<file path="src/rtl/ps2_host_tx.sv">
// PS/2 host-to-device transmitter: inhibits the bus, issues request-to-send,
// shifts out a command byte with odd parity on device clock edges and checks the ACK.
module ps2_host_tx #(
    parameter int INHIBIT_CYC = 5000,
    parameter int TIMEOUT_CYC = 750000
) (
    input  logic       clk_i,
    input  logic       rst_i,
    input  logic       ps2_clk_i,
    input  logic       ps2_data_i,
    output logic       ps2_clk_oe,
    output logic       ps2_data_oe,
    input  logic       tx_start,
    input  logic [7:0] tx_data,
    output logic       tx_busy,
    output logic       tx_done,
    output logic       tx_err,
    output logic       rx_inhibit
);

    localparam int IW = $clog2(INHIBIT_CYC + 1);
    localparam int TW = $clog2(TIMEOUT_CYC + 1);

    typedef enum logic [2:0] {
        S_IDLE,
        S_INHIBIT,
        S_RTS,
        S_SEND,
        S_ACK,
        S_WAIT_IDLE
    } state_t;

    state_t         r_state;
    logic [1:0]     r_clkSync;
    logic [1:0]     r_dataSync;
    logic           r_clkPrev;
    logic           r_fallEdge;
    logic [7:0]     r_data;
    logic           r_parity;
    logic [3:0]     r_bitCnt;
    logic [IW-1:0]  r_inhCnt;
    logic [TW-1:0]  r_tmoCnt;
    logic           r_ackGood;
    logic           r_clkOe;
    logic           r_dataOe;
    logic           r_busy;
    logic           r_done;
    logic           r_err;

    logic           w_clkLine;
    logic           w_dataLine;
    logic           w_timeout;

    // Line inputs idle high, so the synchronizers reset to 1 to avoid a false edge.
    always_ff @(posedge clk_i) begin
        if (!rst_i) begin
            r_clkSync  <= 2'b11;
            r_dataSync <= 2'b11;
            r_clkPrev  <= 1'b1;
            r_fallEdge <= 1'b0;
        end else begin
            r_clkSync  <= {r_clkSync[0], ps2_clk_i};
            r_dataSync <= {r_dataSync[0], ps2_data_i};
            r_clkPrev  <= r_clkSync[1];
            r_fallEdge <= r_clkPrev & ~r_clkSync[1];
        end
    end

    assign w_clkLine  = r_clkSync[1];
    assign w_dataLine = r_dataSync[1];
    assign w_timeout  = ((r_state == S_SEND) || (r_state == S_ACK) || (r_state == S_WAIT_IDLE)) &&
                        (r_tmoCnt == TW'(TIMEOUT_CYC - 1));

    always_ff @(posedge clk_i) begin
        if (!rst_i) begin
            r_state   <= S_IDLE;
            r_data    <= 8'h00;
            r_parity  <= 1'b0;
            r_bitCnt  <= 4'd0;
            r_inhCnt  <= '0;
            r_tmoCnt  <= '0;
            r_ackGood <= 1'b0;
            r_clkOe   <= 1'b0;
            r_dataOe  <= 1'b0;
            r_busy    <= 1'b0;
            r_done    <= 1'b0;
            r_err     <= 1'b0;
        end else begin
            r_done <= 1'b0;
            r_err  <= 1'b0;
            if ((r_state != S_IDLE) && (r_state != S_INHIBIT)) begin
                r_tmoCnt <= r_tmoCnt + 1'b1;
            end

            if (w_timeout) begin
                r_clkOe  <= 1'b0;
                r_dataOe <= 1'b0;
                r_err    <= 1'b1;
                r_state  <= S_IDLE;
            end else begin
                case (r_state)
                    S_IDLE: begin
                        r_clkOe  <= 1'b0;
                        r_dataOe <= 1'b0;
                        r_busy   <= 1'b0;
                        if (tx_start && !r_busy) begin
                            r_data   <= tx_data;
                            r_parity <= ~^tx_data;
                            r_inhCnt <= '0;
                            r_clkOe  <= 1'b1;
                            r_busy   <= 1'b1;
                            r_state  <= S_INHIBIT;
                        end
                    end

                    // Data goes low while the clock is still held, then the clock is released in RTS.
                    S_INHIBIT: begin
                        if (r_inhCnt == IW'(INHIBIT_CYC - 1)) begin
                            r_dataOe <= 1'b1;
                            r_state  <= S_RTS;
                        end else begin
                            r_inhCnt <= r_inhCnt + 1'b1;
                        end
                    end

                    S_RTS: begin
                        r_clkOe  <= 1'b0;
                        r_dataOe <= 1'b1;
                        r_tmoCnt <= '0;
                        r_bitCnt <= 4'd0;
                        r_state  <= S_SEND;
                    end

                    // r_bitCnt holds the number of falling edges already serviced.
                    S_SEND: begin
                        if (r_fallEdge) begin
                            r_bitCnt <= r_bitCnt + 1'b1;
                            if (r_bitCnt < 4'd8) begin
                                r_dataOe <= ~r_data[r_bitCnt[2:0]];
                            end else if (r_bitCnt == 4'd8) begin
                                r_dataOe <= ~r_parity;
                            end else begin
                                r_dataOe <= 1'b0;
                                r_state  <= S_ACK;
                            end
                        end
                    end

                    S_ACK: begin
                        if (r_fallEdge) begin
                            r_ackGood <= ~w_dataLine;
                            r_state   <= S_WAIT_IDLE;
                        end
                    end

                    S_WAIT_IDLE: begin
                        if (w_clkLine && w_dataLine) begin
                            r_done  <= r_ackGood;
                            r_err   <= ~r_ackGood;
                            r_state <= S_IDLE;
                        end
                    end

                    default: begin
                        r_clkOe  <= 1'b0;
                        r_dataOe <= 1'b0;
                        r_state  <= S_IDLE;
                    end
                endcase
            end
        end
    end

    assign ps2_clk_oe  = r_clkOe;
    assign ps2_data_oe = r_dataOe;
    assign tx_busy     = r_busy;
    assign tx_done     = r_done;
    assign tx_err      = r_err;
    assign rx_inhibit  = r_busy;

endmodule

</file>
<file path="config.mk">
export PLATFORM = sky130hd
export DESIGN_NAME = ps2_host_tx
export DESIGN_NICKNAME = d
export VERILOG_FILES = /design/src/rtl/ps2_host_tx.sv
export SDC_FILE = /design/constraint.sdc
export NUM_CORES = 1
export LEC_CHECK = 0
export BUFFER_PORTS_ARGS = -buffer_cell sky130_fd_sc_hd__buf_2
export CORE_MARGIN = 2
export CORE_UTILIZATION = 50
export DETAILED_ROUTE_END_ITERATION = 16
export PLACE_DENSITY = 0.77
export SYNTH_ARGS = -nofsm -noshare
export SYNTH_HDL_FRONTEND = slang
export SYNTH_SLANG_ARGS = --single-unit
</file>
<file path="constraint.sdc">
create_clock -name clk_i -period 5.5 [get_ports clk_i]
set_input_delay 0.275 -clock clk_i [delete_from_list [all_inputs] [get_ports clk_i]]
set_output_delay 0.275 -clock clk_i [all_outputs]
set_load 0.005 [all_outputs]
</file>
==> reports/qor.txt, run 1 <==
R2R Path End - r_tmoCnt[16]
switch share - 0.241
Worst Hold Depth - 2
TNS Setup - 0 ns
count of input and output buffers - 18
CTS clock-pin slew for the worst setup and hold paths - 0.06 ns
Mapped Area - 0.00289 mm2
total number of vias - 2333
TritonCTS clock tree - yes
Fin Clk Skew - 0.00835 ns
number of synthesized flops with an enable pin - 0
worst reg2reg setup slack - 3.46 ns
Sink Count - 61
mean post-synth cell area - 8.68 um2
Primary FF master, synth - dfxtp_1
Total GRT Usage - 0.195
# setup viols final - 0
Max H-tree Level - 3
Comb power frac - 0.070
Critical-path top delay cell - or4_1
post-placement cell area - 0.00300 mm2
# nets final - 367
Flop pwr share - 0.546
run status - completed
initial antenna violation count - 0
Net Sw Power - 205 uW
number of global-route vias before repair - 2232
Hold Path End - r_clkSync[0]
Post-Syn Instances - 333
routed length per instance - 13.0 um
R2R Path Start - r_state[2]
Clock Latency Late Sink - 0.34 ns
core area - 0.00554 mm2
worst slew pin tran - 0.728 ns
DRT iter0 DRCs - 126
first-pass GRT wire length - 9.65 mm
residual DRC count - 0
Antenna Cells - 0
Horiz. Die Dim - 80.0 um
Arr. time, crit path - 2.30 ns
period utilization - 0.372
# Max-Cap Violations - 0
synth warn - 0
LEAKAGE - 0.00112 uW
WS Path Type - flip-flop to flip-flop
Critical Path Sink Type - flip-flop
setup bufs post-CTS - 0
die span in y - 80.0 um
Fin. Hold Viols - 0
Tmin final - 2.04 ns
Yosys reg bits - 61
Hold Startpoint - ps2_clk_i
Worst IR Drop VDD - 0.000197 V
# IOs - 19
Slew HR - 0.514
largest net degree at the start of global routing - 24
Clock power frac - 0.384
CTS Buffer Depth - 2
WL final - 5.50 mm
finished layout cell area - 0.00315 mm2
die area - 0.00641 mm2
layout cells sized above 1 - 0.119
Pwr per Cell Area - 269 mW/mm2
Site Rows - 27
register area share after synthesis - 0.422
Slew Limit Fails - 0
CP required - 5.76 ns
hold buffer count at cts - 0
drt first pass iters - 5
Cell variety after synth - 48
f_max - 0.489 GHz
root buffer cell - clkbuf_8
Initial Utilization - 0.522
RSZ-0062 raised after global routing - false
net count after synthesis - 350
post-cts sizing count - 0
Synth-to-Final Area Change - 9.09%
DP Wirelength - 3.86 mm
worst path cell trace - o211ai_1, or4_1, or3_1, a21oi_1
antenna viol nets, final - 0
global placer's final weighted congestion - 0.829
Internal - 645 uW
FFs w/ async S/R, synth - 0
routed vias/inst - 5.50
Reg2Reg Depth - 4
critical path peak fanout - 13
Setup crit start kind - flip-flop
slowest stage delay, CP - 0.65 ns
aggregate global routing overflow - 0
Hold Path Class - input port to flip-flop
CTS Buf Count - 9
## power by group through the flow
stage	logic [uW]	clock network, uW	registers [uW]
finish	59.1	326	464
global route	67.4	357	465
CTS	59.7	334	464
detailed placement	59.5	0	474
global placement	58.2	0	473
floorplan	51.4	0	468
## worst max path at each step
stage | start | to | slack (ns) | cells past startpoint
floorplan | r_tmoCnt[0] | r_tmoCnt[16] | 3.69 | 5
global route | r_state[0] | r_inhCnt[5] | 3.29 | 4
detailed placement | r_state[2] | r_tmoCnt[16] | 3.48 | 4
CTS | r_state[2] | r_tmoCnt[16] | 3.47 | 4
finish | r_state[2] | r_tmoCnt[16] | 3.46 | 4
global placement | r_state[1] | r_tmoCnt[16] | 3.56 | 4
## registers in the layout, indices dropped and copies added (netlist names)
signal	count
ps2_clk_oe	1
ps2_data_oe	1
r_ackGood	1
r_bitCnt	4
r_clkPrev	1
r_clkSync	2
r_data	8
r_dataSync	2
r_fallEdge	1
r_inhCnt	13
r_parity	1
r_state	3
r_tmoCnt	20
rx_inhibit	1
tx_done	1
tx_err	1
## synthesized netlist by cell type, drive strengths merged (5+ instances only)
cell type | count | area [um2]
nand3 | 10 | 50.1
o21ai | 16 | 80.1
a21oi | 19 | 98.9
dfxtp | 61 | 1220
or3 | 10 | 62.6
clkbuf | 5 | 18.8
nand2 | 34 | 128
a21boi | 11 | 82.6
nand4 | 8 | 50.1
nor4 | 6 | 67.6
xor2 | 11 | 96.3
buf | 7 | 51.3
nor2 | 38 | 143
inv | 17 | 63.8
xnor2 | 20 | 175
nand2b | 8 | 50.1
## layout make-up
type | count | area [um2]
clock inverter | 3 | 15.0
inverter | 17 | 63.8
clock buffer | 10 | 138
fill | 513 | 2390
timing repair buffer | 18 | 90.1
multi-input combinational | 243 | 1540
sequential | 61 | 1220
tap | 72 | 90.1
## per-stage QoR
step	util	std cells	setup slack, ns	hold WS (ns)	power (uW)
6_report	0.569	424	3.46	0.115	850
5_1_grt	0.569	424	3.29	0.0959	890
4_1_cts	0.569	424	3.47	0.100	857
3_5_place_dp	0.542	411	3.48	0.393	533
3_3_place_gp	0.542	411	3.56	0.389	531
2_1_floorplan	-	333	3.69	0.370	520
## metal layers
| layer | global-route usage | up-vias | wire, um |
|---|---|---|---|
| met5 | 0 | - | 0 |
| met4 | 0.0915 | 0 | 85 |
| met3 | 0.0713 | 9 | 275 |
| met2 | 0.326 | 46 | 2650 |
| met1 | 0.220 | 1096 | 2480 |
| li1 | - | 1182 | - |
## placed cells by master, fill, tap and decap left out, types with 3 or more instances in the layout
cell type  Yosys  layout
inv_1         17      17
nor4_1         4       4
or3_1         10      10
nor3_1         3       3
mux2i_1        3       3
a21oi_1       18      18
nand3_1       10      10
xnor2_1       20      20
buf_2          2      18
nor2_1        38      38
xor2_1        11      11
o21ai_0       16      16
clkbuf_8       0      10
clkinv_2       0       3
nand4_1        8       8
and3_1         3       3
nor2b_1        3       3
nand2_1       34      34
o2111ai_1      3       3
a21boi_0      11      11
ha_1           4       4
nand2b_1       8       8
or2_2          3       3
a31oi_1        3       3
dfxtp_1       61      61
## cells by family after synthesis
| logic type | synth area share |
|---|---|
| compound gates | 0.136 |
| xor+xnor | 0.0939 |
| fa+ha+maj | 0.0173 |
| buf+inv | 0.0463 |
| flops | 0.422 |
| mux | 0.0260 |
| simple gates | 0.258 |
## worst max-delay path, delay by kind of cell, from the launching register on
kind               cells  cell delay (ns)
and+or+nand+nor        2             1.03
DFF                    1             0.55
AOI/OAI and AO/OA      2             0.38
No activity file was read; power rests on OpenSTA's default activity.
==> run 2, diff against run 1 <==
--- a/config.mk
+++ b/config.mk
@@ -5,6 +5,7 @@
 export SDC_FILE = /design/constraint.sdc
 export NUM_CORES = 1
 export LEC_CHECK = 0
+export ABC_AREA = 1
 export BUFFER_PORTS_ARGS = -buffer_cell sky130_fd_sc_hd__buf_2
 export CORE_MARGIN = 2
 export CORE_UTILIZATION = 50
==> constraint.sdc (replaced) <==
create_clock -name clk_i -period 1.9 [get_ports clk_i]
set_input_delay 0.095 -clock clk_i [delete_from_list [all_inputs] [get_ports clk_i]]
set_output_delay 0.095 -clock clk_i [all_outputs]
set_load 0.005 [all_outputs]
==> run 2 against run 1 <==
Effect of this change:
- flip-flop and latch count did not move
- clock skew shrank 0.00080 ns
- power grew to 4.8 times the previous value
- sequential power increased to 3.3 times the previous value
- critical endpoint is now r_inhCnt[8]
- largest cell class unchanged
==> reports/qor.txt, run 2 <==
Tmin final - 1.72 ns (was 2.04 ns)
Hold Path Class - input port to flip-flop (unchanged)
Fin. Hold Viols - 0 (unchanged)
number of synthesized flops with an enable pin - 0 (unchanged)
CP required - 2.17 ns (was 5.76 ns)
initial antenna violation count - 0 (unchanged)
# Max-Cap Violations - 0 (unchanged)
top-area cell type share of the netlist area - 0.379 (was 0.422)
mean post-synth cell area - 6.81 um2 (was 8.68 um2)
Worst IR Drop VDD - 0.000665 V (was 0.000197 V)
slowest stage delay, CP - 0.38 ns (was 0.65 ns)
Mapped Area - 0.00322 mm2 (was 0.00289 mm2)
routed length per instance - 11.7 um (was 13.0 um)
Setup crit start kind - flip-flop (unchanged)
Synth Area in Simple Gates - 0.377 (was 0.258)
Slew Limit Fails - 0 (unchanged)
XOR/XNOR Fraction of Synth Area - 0.0571 (was 0.0939)
setup bufs post-CTS - 0 (unchanged)
drt first pass iters - 4 (was 5)
Fin Clk Skew - 0.00755 ns (was 0.00835 ns)
aggregate global routing overflow - 0 (unchanged)
Critical Path Sink Type - flip-flop (unchanged)
f_max - 0.582 GHz (was 0.489 GHz)
net count after synthesis - 490 (was 350)
Most flops, register - r_tmoCnt (unchanged)
Sink Count - 61 (unchanged)
first-pass GRT wire length - 11.8 mm (was 9.65 mm)
Slew HR - 0.546 (was 0.514)
final core occ - 0.589 (was 0.569)
period utilization - 0.905 (was 0.372)
Horiz. Die Dim - 84.2 um (was 80.0 um)
count leader, synth - nand2_1 (was dfxtp_1)
WS Path Type - flip-flop to flip-flop (unchanged)
layout cells sized above 1 - 0.135 (was 0.119)
root buffer cell - clkbuf_8 (unchanged)
R2R Path Start - r_inhCnt[1] (was r_state[2])
cell taking the most area after synthesis - dfxtp_1 (unchanged)
Post-Syn Instances - 473 (was 333)
Primary FF master, synth - dfxtp_1 (unchanged)
register area share after synthesis - 0.379 (was 0.422)
critical path peak fanout - 6 (was 13)
# nets final - 522 (was 367)
Yosys reg bits - 61 (unchanged)
global placer's final weighted congestion - 0.886 (was 0.829)
Critical-path top delay cell - dfxtp_1 (was or4_1)
residual DRC count - 0 (unchanged)
commonest non-fill, non-tap cell in the layout - nand2_1 (was dfxtp_1)
top cells by area, synth - dfxtp_1, nand2_1, nor2_1, nand3_1, a21oi_1 (was dfxtp_1, xnor2_1, nor2_1, nand2_1, xor2_1)
Synth Area in Compound Gates - 0.0972 (was 0.136)
RSZ-0062 raised after global routing - false (unchanged)
proportion of synthesized area in mux cells - 0 (was 0.0260)
DP Wirelength - 4.80 mm (was 3.86 mm)
worst path cell trace - ha_1, nand2_1, nor2_1, nand2_1, nand2_1, nand2_1, nor2_1, nand3_1, a21oi_1 (was o211ai_1, or4_1, or3_1, a21oi_1)
Initial Utilization - 0.513 (was 0.522)
Clock Latency Late Sink - 0.35 ns (was 0.34 ns)
count of input and output buffers - 18 (unchanged)
FFs w/ async S/R, synth - 0 (unchanged)
Reg2Reg Depth - 9 (was 4)
Pwr per Cell Area - 1100 mW/mm2 (was 269 mW/mm2)
run status - completed (unchanged)
Site Rows - 29 (was 27)
synth warn - 0 (unchanged)
total number of vias - 3017 (was 2333)
routed vias/inst - 5.14 (was 5.50)
largest net degree at the start of global routing - 23 (was 24)
WL final - 6.86 mm (was 5.50 mm)
highest-count cells in the layout ignoring fill and taps - nand2_1, nor2_1, dfxtp_1, inv_1, nand3_1 (was dfxtp_1, nor2_1, nand2_1, xnor2_1)
Post-Synth Adder-Cell Area - 0.0155 (was 0.0173)
TNS Setup - 0 ns (unchanged)
CTS Buf Count - 9 (unchanged)
Worst Hold Depth - 3 (was 2)
Cell variety after synth - 29 (was 48)
TritonCTS clock tree - yes (unchanged)
Worst path most repeated cell - nand2_1
CTS clock-pin slew for the worst setup and hold paths - 0.07 ns (was 0.06 ns)
synth cell count leaders - nand2_1, nor2_1, dfxtp_1 (was dfxtp_1, nor2_1, nand2_1)
# setup viols final - 0 (unchanged)
number of flip-flops in the largest register - 20 (unchanged)
Hold Startpoint - tx_data[2] (was ps2_clk_i)
CTS Buffer Depth - 2 (unchanged)
Max H-tree Level - 3 (unchanged)
die area - 0.00710 mm2 (was 0.00641 mm2)
Hold Path End - r_data[2] (was r_clkSync[0])
R2R Path End - r_inhCnt[8] (was r_tmoCnt[16])
worst slew pin tran - 0.680 ns (was 0.728 ns)
Antenna Cells - 0 (unchanged)
DRT iter0 DRCs - 120 (was 126)
number of global-route vias before repair - 2770 (was 2232)
largest registers - r_tmoCnt: 20 flops, r_inhCnt: 13 flops, r_data: 8 flops (unchanged)
antenna viol nets, final - 0 (unchanged)
# IOs - 19 (unchanged)
Synth-to-Final Area Change - 14.8% (was 9.09%)
LEAKAGE - 0.00147 uW (was 0.00112 uW)
Total GRT Usage - 0.206 (was 0.195)
core area - 0.00628 mm2 (was 0.00554 mm2)
Arr. time, crit path - 1.98 ns (was 2.30 ns)
die span in y - 84.2 um (was 80.0 um)
worst reg2reg setup slack - 0.18 ns (was 3.46 ns)
main combinational cell family by area after synthesis - simple AND/OR/NAND/NOR gates (unchanged)
[run 2: cell count changes after synthesis, sizes merged, moves of 22 or more]
cell / before / now
nand2: 34 / 122
nand3: 10 / 41
nor2: 38 / 71
a21oi: 19 / 41
inv: 17 / 52
[run 2: layout make-up]
class | count | area [um2]
Tap cell | 77 | 96.3
Sequential cell | 61 | 1220
Fill cell | 581 | 2580
Timing Repair Buffer | 29 | 185
Clock inverter | 5 | 81.3
Multi-Input combinational cell | 352 | 1760
Clock buffer | 11 | 151
Inverter | 52 | 195
[run 2: how the worst max path moves through the flow]
stage	from	to	slack (ns)
final	r_inhCnt[1]	r_inhCnt[8]	0.18
after floorplan	r_inhCnt[0]	r_inhCnt[0]	0.36
after detailed placement	r_tmoCnt[0]	r_tmoCnt[14]	0.20
after global routing	r_tmoCnt[0]	r_tmoCnt[14]	0.007
after global placement	r_tmoCnt[0]	r_tmoCnt[16]	0.27
after CTS	r_inhCnt[1]	r_inhCnt[3]	0.14
[run 2: metrics by stage]
| step | worst slack (ns) | hold slack, ns | power [uW] | instances | cell area [um2] |
|---|---|---|---|---|---|
| 2_1_floorplan | 0.361 | 0.202 | 2430 | 473 | 3220 |
| 3_3_place_gp | 0.275 | 0.279 | 2670 | 566 | 3410 |
| 5_1_grt | 0.00689 | 0.0354 | 4330 | 587 | 3690 |
| 6_report | 0.180 | 0.0229 | 4060 | 587 | 3690 |
| 3_5_place_dp | 0.201 | 0.282 | 2710 | 566 | 3410 |
| 4_1_cts | 0.139 | 0.0107 | 4070 | 587 | 3690 |
[run 2: power by group]
group          internal, uW  switching [uW]  leakage [uW]  total [uW]
sequential             1420             108      0.000496        1530
combinational           395             794      0.000860        1190
clock                   812             530      0.000116        1340
[run 2: kinds of logic (layout without fill, tap and decap cells)]
family | after synthesis | count (layout)
AO/OA/AOI/OAI | 60 | 60
XOR/XNOR | 21 | 21
adder cells (fa/ha/maj) | 4 | 4
buffers and inverters | 60 | 97
flip-flops | 61 | 61
AND/OR/NAND/NOR | 267 | 267
[run 2: timing repair]
| action | 4_1_cts | 5_1_grt |
|---|---|---|
| setup endpoints to repair | 0 | 1 |
| endpoints found under the hold margin | 5 | 0 |
| hold buffers | 5 | 0 |
| resized for setup | 0 | 1 |
[run 2: metal layers]
layer	wire [um]	vias to the layer above	track usage
li1	-	1588	-
met1	3290	1350	0.260
met2	3110	67	0.325
met3	353	12	0.0501
met4	108	0	0.113
met5	0	-	0
[run 2: worst max-delay path: cells and delay by family (launching register included)]
family	cells	cell delay (ns)
compound gates	1	0.14
flops	1	0.38
simple gates	7	0.86
fa+ha+maj	1	0.25
